[src/rtl/regfile_wb_arbiter_pkg.sv]
// rtl/regfile_wb_arbiter_pkg.sv - shared core constants and writeback request type
package regfile_wb_arbiter_pkg;

    localparam int REG_ADDR_W   = 5;
    localparam int XLEN         = 32;
    localparam int NUM_REGS     = 32;
    localparam int FIFO_DEPTH   = 2;
    localparam int STARVE_CNT_W = 4;

    typedef struct packed {
        logic [REG_ADDR_W-1:0] addr;
        logic [XLEN-1:0]       data;
    } wb_req_t;

    // One-hot register select; x0 is hardwired so it never reports busy.
    function automatic logic [NUM_REGS-1:0] reg_onehot(input logic [REG_ADDR_W-1:0] addr);
        logic [NUM_REGS-1:0] mask;
        mask = '0;
        if (addr != '0) begin
            mask[addr] = 1'b1;
        end
        return mask;
    endfunction

endpackage

[src/rtl/wb_skid_fifo.sv]
// rtl/wb_skid_fifo.sv - two-entry buffer for secondary writeback requests
module wb_skid_fifo
    import regfile_wb_arbiter_pkg::*;
(
    input  logic                                   clk,
    input  logic                                   rst,
    input  logic                                   push,
    input  wb_req_t                                push_req,
    input  logic                                   pop,
    output logic [1:0]                             count,
    output wb_req_t                                head,
    output logic [FIFO_DEPTH-1:0]                  entry_valid,
    output logic [FIFO_DEPTH-1:0][REG_ADDR_W-1:0]  entry_addr
);

    wb_req_t mem [FIFO_DEPTH];
    logic    wr_ptr;
    logic    rd_ptr;

    // Pointers and occupancy; push at full and pop at empty are prevented by the caller.
    always_ff @(posedge clk) begin
        if (rst) begin
            wr_ptr <= 1'b0;
            rd_ptr <= 1'b0;
            count  <= 2'd0;
        end else begin
            if (push) begin
                wr_ptr <= ~wr_ptr;
            end
            if (pop) begin
                rd_ptr <= ~rd_ptr;
            end
            count <= count + {1'b0, push} - {1'b0, pop};
        end
    end

    // Payload storage needs no reset; validity comes from count and rd_ptr.
    always_ff @(posedge clk) begin
        if (!rst && push) begin
            mem[wr_ptr] <= push_req;
        end
    end

    // Slot occupancy: full means both slots, one entry means the slot under rd_ptr.
    always_comb begin
        entry_valid = '0;
        if (count == 2'd2) begin
            entry_valid = '1;
        end else if (count == 2'd1) begin
            entry_valid[rd_ptr] = 1'b1;
        end
        for (int i = 0; i < FIFO_DEPTH; i++) begin
            entry_addr[i] = mem[i].addr;
        end
    end

    assign head = mem[rd_ptr];

endmodule

[src/rtl/regfile_wb_arbiter.sv]
// rtl/regfile_wb_arbiter.sv - register-file write port arbiter, optional WB_STARVE_GUARD_EN
module regfile_wb_arbiter
    import regfile_wb_arbiter_pkg::*;
#(
    parameter int STARVE_LIMIT = 4
) (
    input  logic                  clk,
    input  logic                  rst,
    input  logic                  p_wr_en,
    input  logic [REG_ADDR_W-1:0] p_wr_addr,
    input  logic [XLEN-1:0]       p_wr_data,
    input  logic                  s_valid,
    input  logic [REG_ADDR_W-1:0] s_addr,
    input  logic [XLEN-1:0]       s_data,
    output logic                  s_ready,
    output logic                  wr_en,
    output logic [REG_ADDR_W-1:0] wr_addr,
    output logic [XLEN-1:0]       wr_data,
    output logic                  p_stall,
    output logic [NUM_REGS-1:0]   busy_mask
);

    logic [1:0]                            fifo_count;
    wb_req_t                               head;
    logic [FIFO_DEPTH-1:0]                 entry_valid;
    logic [FIFO_DEPTH-1:0][REG_ADDR_W-1:0] entry_addr;
    logic                                  push;
    logic                                  head_grant;
    logic                                  force_grant;
    logic                                  fifo_nonempty;

    assign fifo_nonempty = (fifo_count != 2'd0);
    assign s_ready       = !rst && (fifo_count != 2'd2);
    assign push          = s_valid && s_ready;
    assign head_grant    = !rst && fifo_nonempty && (!p_wr_en || force_grant);

    wb_skid_fifo u_fifo (
        .clk         (clk),
        .rst         (rst),
        .push        (push),
        .push_req    ('{addr: s_addr, data: s_data}),
        .pop         (head_grant),
        .count       (fifo_count),
        .head        (head),
        .entry_valid (entry_valid),
        .entry_addr  (entry_addr)
    );

`ifdef WB_STARVE_GUARD_EN
    logic [STARVE_CNT_W-1:0] starve_cnt;

    assign force_grant = fifo_nonempty && (starve_cnt == STARVE_CNT_W'(STARVE_LIMIT));

    // Count cycles the buffered head waits behind the primary.
    always_ff @(posedge clk) begin
        if (rst || !fifo_nonempty || head_grant) begin
            starve_cnt <= '0;
        end else begin
            starve_cnt <= starve_cnt + 1'b1;
        end
    end
`else
    // Without the guard the primary always wins; the limit folds to constant false.
    assign force_grant = (STARVE_LIMIT < 0);
`endif

    // Write-port mux: head when granted, else primary; x0 targets are dropped.
    always_comb begin
        wr_en   = 1'b0;
        wr_addr = '0;
        wr_data = '0;
        p_stall = 1'b0;
        if (head_grant) begin
            wr_en   = (head.addr != '0);
            wr_addr = head.addr;
            wr_data = head.data;
            p_stall = p_wr_en;
        end else if (!rst && p_wr_en) begin
            wr_en   = (p_wr_addr != '0);
            wr_addr = p_wr_addr;
            wr_data = p_wr_data;
        end
    end

    // Scoreboard bits for registers with a pending buffered write.
    always_comb begin
        busy_mask = '0;
        for (int i = 0; i < FIFO_DEPTH; i++) begin
            if (entry_valid[i]) begin
                busy_mask = busy_mask | reg_onehot(entry_addr[i]);
            end
        end
    end

endmodule

[config.mk]
export PLATFORM = sky130hd
export DESIGN_NAME = regfile_wb_arbiter
export DESIGN_NICKNAME = d
export VERILOG_FILES = /design/src/rtl/regfile_wb_arbiter_pkg.sv /design/src/rtl/wb_skid_fifo.sv /design/src/rtl/regfile_wb_arbiter.sv
export SDC_FILE = /design/constraint.sdc
export NUM_CORES = 1
export LEC_CHECK = 0
export BUFFER_PORTS_ARGS = -buffer_cell sky130_fd_sc_hd__buf_2
export CAP_MARGIN = 5
export CORE_ASPECT_RATIO = 0.75
export CORE_MARGIN = 2
export CORE_UTILIZATION = 30
export CTS_CLUSTER_DIAMETER = 50
export CTS_CLUSTER_SIZE = 14
export DETAILED_ROUTE_END_ITERATION = 8
export PLACE_DENSITY = 0.56
export SETUP_SLACK_MARGIN = 0.1
export SYNTH_ARGS = -nofsm -noshare
export SYNTH_HDL_FRONTEND = slang
export SYNTH_SLANG_ARGS = --single-unit
[constraint.sdc]
create_clock -name clk -period 13.06 [get_ports clk]
set_clock_uncertainty 0.15 [all_clocks]
set_input_delay 3.265 -clock clk [delete_from_list [all_inputs] [get_ports clk]]
set_output_delay 3.265 -clock clk [all_outputs]
set_load 0.05 [all_outputs]
==> qor.yml, run 1 <==
arrival_ns: 4.78
cts_tree: "done"
slew_headroom_pct: 37.8
vias_per_cell: 4.88
yosysTopAreaCell: "edfxtp_1"
synth_area_per_cell_um2: 11.6
hold_path_class: "reg2reg"
dp_hpwl_um: 6720
start_util_pct: 31.1
status: "completed"
antenna_left: 0
synth_edf_count: 74
switchingPower_uw: 169
multi_input_area_mm2: 0.00140
p_comb_share_pct: 12.1
clk_latency_ns: 0.33
num-fill-cells: 1197
seq_area_frac_synth_pct: 60.3
grt_max_degree: 39
start_kind: "input port"
final-setup-viol-count: 0
power.density_cell_area_mw_per_mm2: 126
wire_per_inst_um: 14.9
period_share_pct: 62.7
syn_inst: 331
synth_top_cell_area_share_pct: 57.7
antenna_found_initial: 0
dp_cells: 622
rsz0062_at_grt: "no"
post_cts_buffers: 0
p_total_uw: 633
p_int_uw: 464
die_w_um: 135
finalHoldViolCount: 0
final_cell_count_no_fill: 639
async_flop_share_pct: 0
diodes: 0
rrSetupSlack_ns: 10.72
power_frac_seq_pct: 46.0
first_pass_iters: 4
peakVddDrop_uv: 67.3
wl_um: 9540
yosysUniqueCellTypes: 40
finish.net_count: 547
h-tree-depth: 3
drcViolationCount: 0
rows: 35
yosys-top-cells-area: "edfxtp_1, mux2i_1, o21ai_0, o22ai_1, nand2_1"
setup_tns_ns: 0
io_buffers: 147
cp.required_ns: 9.64
synth_seq_cells: 79
area_delta_synth_final_pct: 30.5
die_area_mm2: 0.0138
holdPathStages: 2
ios: 150
hold_start: "u_fifo.rd_ptr$_SDFFE_PP0P_"
clk_path_buf_depth: 2
drt_iter0_drc: 143
postCtsHoldBufs: 0
tightest_slew_ns: 0.933
slew_viol_final: 0
core_mm2: 0.0124
cts_buffers: 9
globalRoute.totalOverflow: 0
rr_startpoint: "u_fifo.count[1]$_SDFF_PP0_"
grt_pass1_vias: 2852
end_kind: "output pin"
grt_pass1_wl_um: 14400
setup.worst_path.class: "in2out"
min_period_ns: 8.19
p_leak_nw: 1.95
dieHeight_um: 102
clock.fmax_ghz: 0.122
switching_share_pct: 26.6
synth_ff_type: "edfxtp_1"
grt_util_all_layers_pct: 13.6
drive_above_1_share_pct: 37.8
regArea_mm2: 0.00232
clkTransAtPathRegs_ns: 0.06
gp_congestion: 0.808
yosysWarnings: 0
ctsResizeCount: 0
vias: 3119
synth_area_mm2: 0.00385
cp_max_fo: 38
p_clk_share_pct: 41.9
numClockSinks: 79
r2r_cells: 4
drv_cap: 0
cts_root_buffer: "clkbuf_16"
r2r_end: "u_fifo.mem[1][3]$_DFFE_PP_"
==> power by group through the flow <==
stage                     Combinational (mW)  Clock (mW)  Sequential (mW)
after floorplan                       0.0527           0            0.295
after global placement                0.0757           0            0.297
after detailed placement              0.0768           0            0.297
after CTS                             0.0770       0.273            0.291
after global routing                  0.0823       0.283            0.292
final                                 0.0763       0.266            0.291
==> Yosys cell counts, types with 2 or more instances <==
cell and number:
nor2b_1 8, a21oi_1 2, buf_2 10, buf_1 3, nor3b_1 2, nand3_1 6, nand2_1 48, or2_2 2
o211ai_1 5, buf_4 5, o22ai_1 31, nor3_1 3, o21ai_0 44, and2_1 2, clkbuf_1 6, dfxtp_1 5
nand2b_1 4, edfxtp_1 74, o2111ai_1 3, nor2_1 8, buf_6 2, inv_1 4, mux2i_1 37
==> how the worst max path moves through the flow <==
stage               from          to  slack, ns  cells after the start
finish               rst       wr_en       4.87                      5
global route         rst       wr_en       4.65                      5
CTS                  rst       wr_en       4.83                      5
detailed placement   rst       wr_en       4.83                      5
global placement     rst       wr_en       4.86                      5
floorplan            rst  wr_addr[0]       4.71                      5
==> registers in the layout, indices dropped and copies added, names as in the netlist, named ones only <==
signal and cells:
u_fifo.rd_ptr 1, u_fifo.wr_ptr 1, u_fifo.count 2, u_fifo.mem 74
==> cell type report <==
type,count,area share [%]
clock buffer,9,4.48
clock inverter,7,1.94
inverter,4,0.299
multi-input combinational,223,27.7
sequential,79,46.2
tap,166,4.13
timing repair buffer,151,15.2
==> cell families (layout without fill, tap and decap cells) <==
| family | count (synthesis) | count (layout) | share of synthesized area (%) |
|---|---|---|---|
| multiplexers | 38 | 38 | 9.90 |
| adder cells (fa/ha/maj) | 1 | 1 | 0.325 |
| XOR/XNOR | 1 | 1 | 0.227 |
| flip-flops | 79 | 79 | 60.3 |
| other | 1 | 2 | 0.0973 |
| AND/OR/NAND/NOR | 91 | 91 | 11.2 |
| buffers and inverters | 30 | 171 | 4.12 |
| AO/OA/AOI/OAI | 90 | 90 | 13.9 |
==> worst max-delay path, cell delays in order <==
cell and delay [ns]:
buf_2 0.18, nor2b_4 0.73, o21ai_0 0.20, o31ai_1 0.11, buf_2 0.30
==> cell usage in the layout, fill, tap and decap left out, drive strengths merged, types with 5 or more instances in the layout <==
cell type  Yosys  routed
o21ai         45      45
buf           20     151
edfxtp        74      74
mux2i         37      37
o22ai         31      31
nand2         48      48
clkbuf         6       9
o211ai         6       6
nand3          6       6
nor2b          8       8
dfxtp          5       5
inv            4       9
nor2           8       8
==> metal layers <==
metal | up-vias | track usage, % | part of all wire, %
met5 | - | 0 | 0
met4 | 0 | 5.83 | 1.9
met3 | 12 | 4.41 | 6.9
met2 | 119 | 19.8 | 44
met1 | 1467 | 18.7 | 48
li1 | 1521 | - | -
==> per-stage QoR <==
stage / util [%] / setup slack (ns) / hold WS, ns / instance area (um2)
final: 40.6 / 4.87 / 0.434 / 5030
after global routing: 40.6 / 4.65 / 0.460 / 5030
after CTS: 40.5 / 4.83 / 0.422 / 5020
after detailed placement: 37.9 / 4.83 / 0.416 / 4700
after global placement: 37.9 / 4.86 / 0.392 / 4700
after floorplan: - / 4.71 / 0.360 / 3860
No activity file was read; power rests on OpenSTA's default activity.
==> run 2, diff against run 1 <==
--- a/config.mk
+++ b/config.mk
@@ -5,6 +5,7 @@
 export SDC_FILE = /design/constraint.sdc
 export NUM_CORES = 1
 export LEC_CHECK = 0
+export ABC_AREA = 1
 export BUFFER_PORTS_ARGS = -buffer_cell sky130_fd_sc_hd__buf_2
 export CAP_MARGIN = 5
 export CORE_ASPECT_RATIO = 0.75
@@ -13,7 +14,7 @@
 export CTS_CLUSTER_DIAMETER = 50
 export CTS_CLUSTER_SIZE = 14
 export DETAILED_ROUTE_END_ITERATION = 8
-export PLACE_DENSITY = 0.56
+export PLACE_DENSITY = 0.57
 export SETUP_SLACK_MARGIN = 0.1
 export SYNTH_ARGS = -nofsm -noshare
 export SYNTH_HDL_FRONTEND = slang
==> constraint.sdc (replaced) <==
create_clock -name clk -period 7.3 [get_ports clk]
set_clock_uncertainty 0.15 [all_clocks]
set_input_delay 1.825 -clock clk [delete_from_list [all_inputs] [get_ports clk]]
set_output_delay 1.825 -clock clk [all_outputs]
set_load 0.05 [all_outputs]
==> run 2 against run 1 <==
Critical path depth increased by 4. Sequential cell count unchanged. Global-route usage increased by 1.8 points. Setup slack got worse by 3.1 ns. Hold slack improved by 0.013 ns. Register-to-register slack got worse by 5.8 ns.
==> qor.yml, run 2 <==
postCtsHoldBufs: 0  # unchanged
fin_util_pct: 39.6  # was 40.6%
synth-simple-area-share_pct: 29.0  # was 11.2%
top_register: "u_fifo.mem"  # unchanged
peakVddDrop_uv: 91.8  # was 67.3 uV
finish.net_count: 653  # was 547
crit_family: "simple AND/OR/NAND/NOR gates"  # unchanged
num-fill-cells: 1314  # was 1197
mostFrequentLayoutCells: "buf_2, nand2_1, edfxtp_1"  # was buf_2, edfxtp_1, nand2_1
clkTransAtPathRegs_ns: 0.05  # was 0.06 ns
grt_max_degree: 40  # was 39
die_area_mm2: 0.0147  # was 0.0138 mm2
start_util_pct: 31.1  # about the same
clk_path_buf_depth: 2  # unchanged
post_cts_buffers: 0  # unchanged
setup_tns_ns: 0  # unchanged
pre_cts_ws_ns: 1.71  # was 4.83 ns
synthMuxAreaShare_pct: 0  # was 9.90%
reg_top3: "u_fifo.mem (74), u_fifo.count (2)"  # unchanged
status: "completed"  # unchanged
synthAdderAreaFrac_pct: 0.305  # was 0.325%
fin_ws_ns: 1.76  # was 4.87 ns
cp_cell_sequence: "buf_2 -> inv_2 -> nand2_4 -> nor2_4 -> nand2_1 -> nand2_1 -> nor2_1 -> nand2_1 -> buf_2"  # was buf_2 -> nor2b_4 -> o21ai_0 -> o31ai_1 -> buf_2
drv_cap: 0  # unchanged
tightest_slew_ns: 1.16  # was 0.933 ns
vias: 3565  # was 3119
yosys-top-cells-area: "edfxtp_1, nand2_1, nand3_1, o211ai_1, or2_2"  # was edfxtp_1, mux2i_1, o21ai_0, o22ai_1, nand2_1
drt_iter0_drc: 389  # was 143
synth_ff_type: "edfxtp_1"  # unchanged
cts_root_buffer: "clkbuf_16"  # unchanged
seq_area_frac_synth_pct: 56.5  # was 60.3%
async_flop_share_pct: 0  # unchanged
rsz0062_at_grt: "no"  # unchanged
globalRoute.totalOverflow: 0  # unchanged
wl_met3_um: 790  # was 654 um
crit_path_max_incr_delay_ns: 0.72  # was 0.73 ns
antenna_found_initial: 0  # unchanged
arrival_ns: 3.57  # was 4.78 ns
numClockSinks: 79  # unchanged
synth_edf_count: 74  # unchanged
grt_util_all_layers_pct: 15.4  # was 13.6%
gp_congestion: 0.796  # was 0.808
yosysWarnings: 0  # unchanged
top_layer: "met4"  # unchanged
largest_reg_flops: 74  # unchanged
finalHoldViolCount: 0  # unchanged
power.density_cell_area_mw_per_mm2: 213  # was 126 mW/mm2
yosysTopAreaCell: "edfxtp_1"  # unchanged
die_w_um: 139  # was 135 um
setup.worst_path.class: "in2out"  # unchanged
cpMostUsedCell: "nand2_1"  # was buf_2
period_share_pct: 76.0
dp_hpwl_um: 7450  # was 6720 um
p_total_mw: 1.11  # was 633 uW
area_delta_synth_final_pct: 27.1  # was 30.5%
slew_viol_final: 0  # unchanged
crit_buf_inv: 3  # was 2
hold_path_class: "reg2reg"  # unchanged
min_period_ns: 5.54
syn_inst: 440  # was 331
vias_per_cell: 4.76  # was 4.88
grt_pass1_wl_um: 17800  # was 14400 um
drt-met1-wl_um: 5260  # was 4540 um
synth_area_per_cell_um2: 9.34  # was 11.6 um2
synth_compound_area_share_pct: 8.01  # was 13.9%
synth_area_mm2: 0.00411  # was 0.00385 mm2
end_kind: "output pin"  # unchanged
slew_headroom_pct: 22.3  # was 37.8%
antenna_left: 0  # unchanged
drive_above_1_share_pct: 33.2  # was 37.8%
clock.fmax_ghz: 0.180
io_buffers: 147  # unchanged
cts_buffers: 9  # unchanged
wl_met2_um: 4940  # was 4160 um
core_mm2: 0.0132  # was 0.0124 mm2
drcViolationCount: 0  # unchanged
cts_tree: "done"  # unchanged
yosysUniqueCellTypes: 29  # was 40
grt_pass1_vias: 3486  # was 2852
synth-xor-area-share_pct: 0  # was 0.227%
h-tree-depth: 3  # unchanged
dieHeight_um: 105  # was 102 um
ctsResizeCount: 0  # unchanged
start_kind: "input port"  # unchanged
cp_max_fo: 39  # was 38
diodes: 0  # unchanged
p_leak_nw: 2.46  # was 1.95 nW
synth_commonest_cells: "nand2_1, edfxtp_1, nand3_1"  # was edfxtp_1, nand2_1, o21ai_0
synth_seq_cells: 79  # unchanged
ios: 150  # unchanged
slowest_stage: "nor2_4"  # was nor2b_4
wire_per_inst_um: 14.8  # was 14.9 um
clk_latency_ns: 0.32  # was 0.33 ns
wl_um: 11100  # was 9540 um
cp.required_ns: 5.33  # was 9.64 ns
final-setup-viol-count: 0  # unchanged
synth_top_cell_area_share_pct: 54.1  # was 57.7%
synth_most_common_cell: "nand2_1"  # was edfxtp_1
final_common_cell: "buf_2"  # unchanged
first_pass_iters: 5  # was 4
rows: 36  # was 35
synth_top_family_by_area: "simple AND/OR/NAND/NOR gates"  # was compound AO/OA/AOI/OAI gates
==> run 2: cell count changes in the layout (fill, tap and decap cells not counted), sizes merged, moves of 4 or more <==
cell and change:
nand2b -4, nand3 +54, nor2b -8, nor3 +11, o22ai -31, mux2i -37
o211ai +26, or2 +29, inv +15, o21ai -39, nor2 +18, nand2 +82
==> run 2: kinds of logic after synthesis <==
| kind of cell | after synthesis |
|---|---|
| AO/OA/AOI/OAI | 44 |
| adder cells (fa/ha/maj) | 1 |
| buffers and inverters | 50 |
| flip-flops | 79 |
| other | 1 |
| AND/OR/NAND/NOR | 265 |
==> run 2: metrics by stage <==
step / hold slack [ns] / instances / cell area, um2
final: 0.447 / 749 / 5220
after global placement: 0.448 / 734 / 4930
after global routing: 0.519 / 749 / 5220
after CTS: 0.457 / 749 / 5220
after floorplan: 0.373 / 441 / 4110
after detailed placement: 0.445 / 734 / 4930
==> run 2: path summary, 6_finish.rpt <==
path	depth (start not counted)	slack, ns	startpoint	end
setup / recovery	9	1.76	rst	wr_en
hold / removal	3	0.45	u_fifo.rd_ptr$_SDFFE_PP0P_	u_fifo.rd_ptr$_SDFFE_PP0P_
setup reg to reg	4	4.94	u_fifo.count[0]$_SDFF_PP0_	u_fifo.mem[0][14]$_DFFE_PP_
hold reg to reg	3	0.45	u_fifo.rd_ptr$_SDFFE_PP0P_	u_fifo.rd_ptr$_SDFFE_PP0P_
==> run 2: worst min-delay path, stage by stage (launching register included) <==
cell	delay [ns]
dfxtp_1	0.32
inv_1	0.08
nor3_1	0.06
nor2_1	0.09
==> run 2: routing by layer <==
metal / up-vias / global-route usage (%)
met5: - / 0
met4: 0 / 4.91
met3: 9 / 4.23
met2: 152 / 23.8
met1: 1626 / 21.2
li1: 1778 / -
==> run 2: area by class of cell <==
cell class | instances | area [um2] | area share, %
clock buffers | 10 | 229 | 4.39
clock inverters | 5 | 58.8 | 1.13
inverters | 24 | 90.1 | 1.73
multi-input cells | 312 | 1560 | 30.0
flip-flops and latches | 79 | 2320 | 44.5
well taps | 171 | 214 | 4.10
repair buffers | 148 | 743 | 14.2
==> run 2: power by group <==
part	internal [mW]	leakage, nW	switching (mW)	total [mW]
sequential	0.514	0.720	0.00660	0.521
combinational	0.0431	1.60	0.117	0.160
clock	0.263	0.137	0.168	0.432
==> run 3, diff against run 2 <==
--- a/config.mk
+++ b/config.mk
@@ -14,7 +14,7 @@
 export CTS_CLUSTER_DIAMETER = 50
 export CTS_CLUSTER_SIZE = 14
 export DETAILED_ROUTE_END_ITERATION = 8
-export PLACE_DENSITY = 0.57
+export PLACE_DENSITY = 0.55
 export SETUP_SLACK_MARGIN = 0.1
 export SYNTH_ARGS = -nofsm -noshare
 export SYNTH_HDL_FRONTEND = slang
==> constraint.sdc (replaced) <==
create_clock -name clk -period 5.74 [get_ports clk]
set_clock_uncertainty 0.15 [all_clocks]
set_input_delay 1.435 -clock clk [delete_from_list [all_inputs] [get_ports clk]]
set_output_delay 1.435 -clock clk [all_outputs]
set_load 0.05 [all_outputs]
==> run 3 against run 2 <==
Clock-buffer cell count rose by 1. Sequential cell count did not move. Combinational power rose by 28%. Sequential power rose by 27%. Sequential share of layout area fell by 0.064 points. Die area did not move. Via count rose by 1.1%. Non-clock buffer count rose by 2. Power rose by 27%. Register-to-register slack got worse by 1.6 ns. First-iteration DRC count fell by 49%. Largest cell class unchanged.
==> qor.yml, run 3 (synthesis results as in run 2) <==
status: "completed"  # unchanged
mostFrequentLayoutCells: "buf_2, nand2_1, edfxtp_1"  # unchanged
grt_pass1_wl_um: 18000  # was 17800 um
p_total_mw: 1.41  # was 1.11 mW
antenna_left: 0  # unchanged
die_w_um: 139  # unchanged
arrival_ns: 3.13  # was 3.57 ns
clkTransAtPathRegs_ns: 0.05  # about the same
pre_cts_ws_ns: 1.03  # was 1.71 ns
core_mm2: 0.0132  # unchanged
grt_util_all_layers_pct: 15.6  # was 15.4%
finalHoldViolCount: 0  # unchanged
cp.required_ns: 4.16  # was 5.33 ns
rr_startpoint: "u_fifo.count[0]$_SDFF_PP0_"  # unchanged
antenna_found_initial: 0  # unchanged
io_buffers: 147  # unchanged
finish.net_count: 655  # was 653
end_kind: "output pin"  # unchanged
first_pass_iters: 4  # was 5
cp_max_fo: 24  # was 39
dp_hpwl_um: 7750  # was 7450 um
p_leak_nw: 2.47  # was 2.46 nW
cts_tree: "done"  # unchanged
vias: 3605  # was 3565
die_area_mm2: 0.0147  # unchanged
start_util_pct: 31.1  # unchanged
drive_above_1_share_pct: 33.3  # was 33.2%
clk_latency_ns: 0.33  # was 0.32 ns
grt_pass1_vias: 3534  # was 3486
hold_path_class: "reg2reg"  # unchanged
final_common_cell: "buf_2"  # unchanged
slew_headroom_pct: 23.5  # was 22.3%
globalRoute.totalOverflow: 0  # unchanged
top_register: "u_fifo.mem"  # unchanged
clk_path_buf_depth: 2  # unchanged
cts_root_buffer: "clkbuf_16"  # unchanged
dieHeight_um: 105  # unchanged
gp_congestion: 0.812  # was 0.796
numClockSinks: 79  # unchanged
final-setup-viol-count: 0  # unchanged
start_kind: "input port"  # unchanged
post_cts_buffers: 0  # unchanged
ios: 150  # unchanged
cp-startpoint: "rst"  # unchanged
largest_reg_flops: 74  # unchanged
setup_tns_ns: 0  # unchanged
area_delta_synth_final_pct: 27.3  # was 27.1%
ctsResizeCount: 0  # unchanged
wl_um: 11300  # was 11100 um
postCtsHoldBufs: 0  # unchanged
vias_per_cell: 4.80  # was 4.76
r2r_end: "u_fifo.mem[0][32]$_DFFE_PP_"  # was u_fifo.mem[0][14]$_DFFE_PP_
wire_per_inst_um: 15.1  # was 14.8 um
cts_buffers: 9  # unchanged
fin_util_pct: 39.6  # about the same
grt_max_degree: 38  # was 40
min_period_ns: 4.71
power.density_cell_area_mw_per_mm2: 270  # was 213 mW/mm2
h-tree-depth: 3  # unchanged
drcViolationCount: 0  # unchanged
timing.critical_path.to: "wr_data[25]"  # was wr_en
fin_ws_ns: 1.03  # was 1.76 ns
setup.worst_path.class: "in2out"  # unchanged
drv_cap: 0  # unchanged
clock.fmax_ghz: 0.212
peakVddDrop_uv: 124  # was 91.8 uV
drt_iter0_drc: 199  # was 389
slew_viol_final: 0  # unchanged
period_share_pct: 82.1
rrSetupSlack_ns: 3.36  # was 4.94 ns
reg_top3: "u_fifo.mem (74), u_fifo.count (2)"  # unchanged
rows: 36  # unchanged
rsz0062_at_grt: "no"  # unchanged
tightest_slew_ns: 1.15  # was 1.16 ns
r2r_cells: 4  # unchanged
diodes: 0  # unchanged
-- run 3: changes by cell type in the layout (fill, tap and decap cells not counted), sizes merged --
cell	delta
buf	+2
clkbuf	+1
clkinv	+1
clkinvlp	-1
inv	-1
-- run 3: cell type report --
class	count	area (um2)
timing repair buffer	150	758
clock inverter	4	47.5
tap	171	214
clock buffer	11	233
inverter	24	90.1
multi-input combinational	312	1560
sequential	79	2320
fill	1362	7970
-- run 3: how the worst min path moves through the flow --
stage,startpoint,endpoint,cells after the start
after floorplan,u_fifo.wr_ptr$_SDFFE_PP0P_,u_fifo.wr_ptr$_SDFFE_PP0P_,4
after global placement,u_fifo.rd_ptr$_SDFFE_PP0P_,u_fifo.rd_ptr$_SDFFE_PP0P_,3
after detailed placement,u_fifo.rd_ptr$_SDFFE_PP0P_,u_fifo.rd_ptr$_SDFFE_PP0P_,3
after CTS,u_fifo.rd_ptr$_SDFFE_PP0P_,u_fifo.rd_ptr$_SDFFE_PP0P_,3
after global routing,u_fifo.rd_ptr$_SDFFE_PP0P_,u_fifo.rd_ptr$_SDFFE_PP0P_,3
final,u_fifo.rd_ptr$_SDFFE_PP0P_,u_fifo.rd_ptr$_SDFFE_PP0P_,3
-- run 3: critical path, cell delays in order --
cell and delay [ns]:
buf_2 0.14, inv_2 0.12, nand2_4 0.08, nor2_4 0.51
buf_4 0.34, o211ai_1 0.14, nand2_1 0.09, buf_2 0.26
-- run 3: per-stage QoR --
| stage | hold slack (ns) | instances | cell area [um2] |
|---|---|---|---|
| floorplan | 0.373 | 441 | 4110 |
| global placement | 0.445 | 736 | 4950 |
| detailed placement | 0.452 | 736 | 4950 |
| CTS | 0.465 | 751 | 5230 |
| global route | 0.525 | 751 | 5230 |
| finish | 0.467 | 751 | 5230 |
-- run 3: per-layer routing --
| layer | global-route usage [%] | share of wire (%) | vias to the layer above |
|---|---|---|---|
| met5 | 0 | 0 | - |
| met4 | 4.91 | 1.2 | 0 |
| met3 | 4.86 | 8.3 | 12 |
| met2 | 23.2 | 43 | 149 |
| met1 | 21.6 | 48 | 1658 |
| li1 | - | - | 1786 |
-- run 3: where the power goes --
group	internal, mW	switching (mW)	leakage (nW)
clock network	0.333	0.211	0.137
logic	0.0554	0.150	1.62
registers	0.654	0.00849	0.720
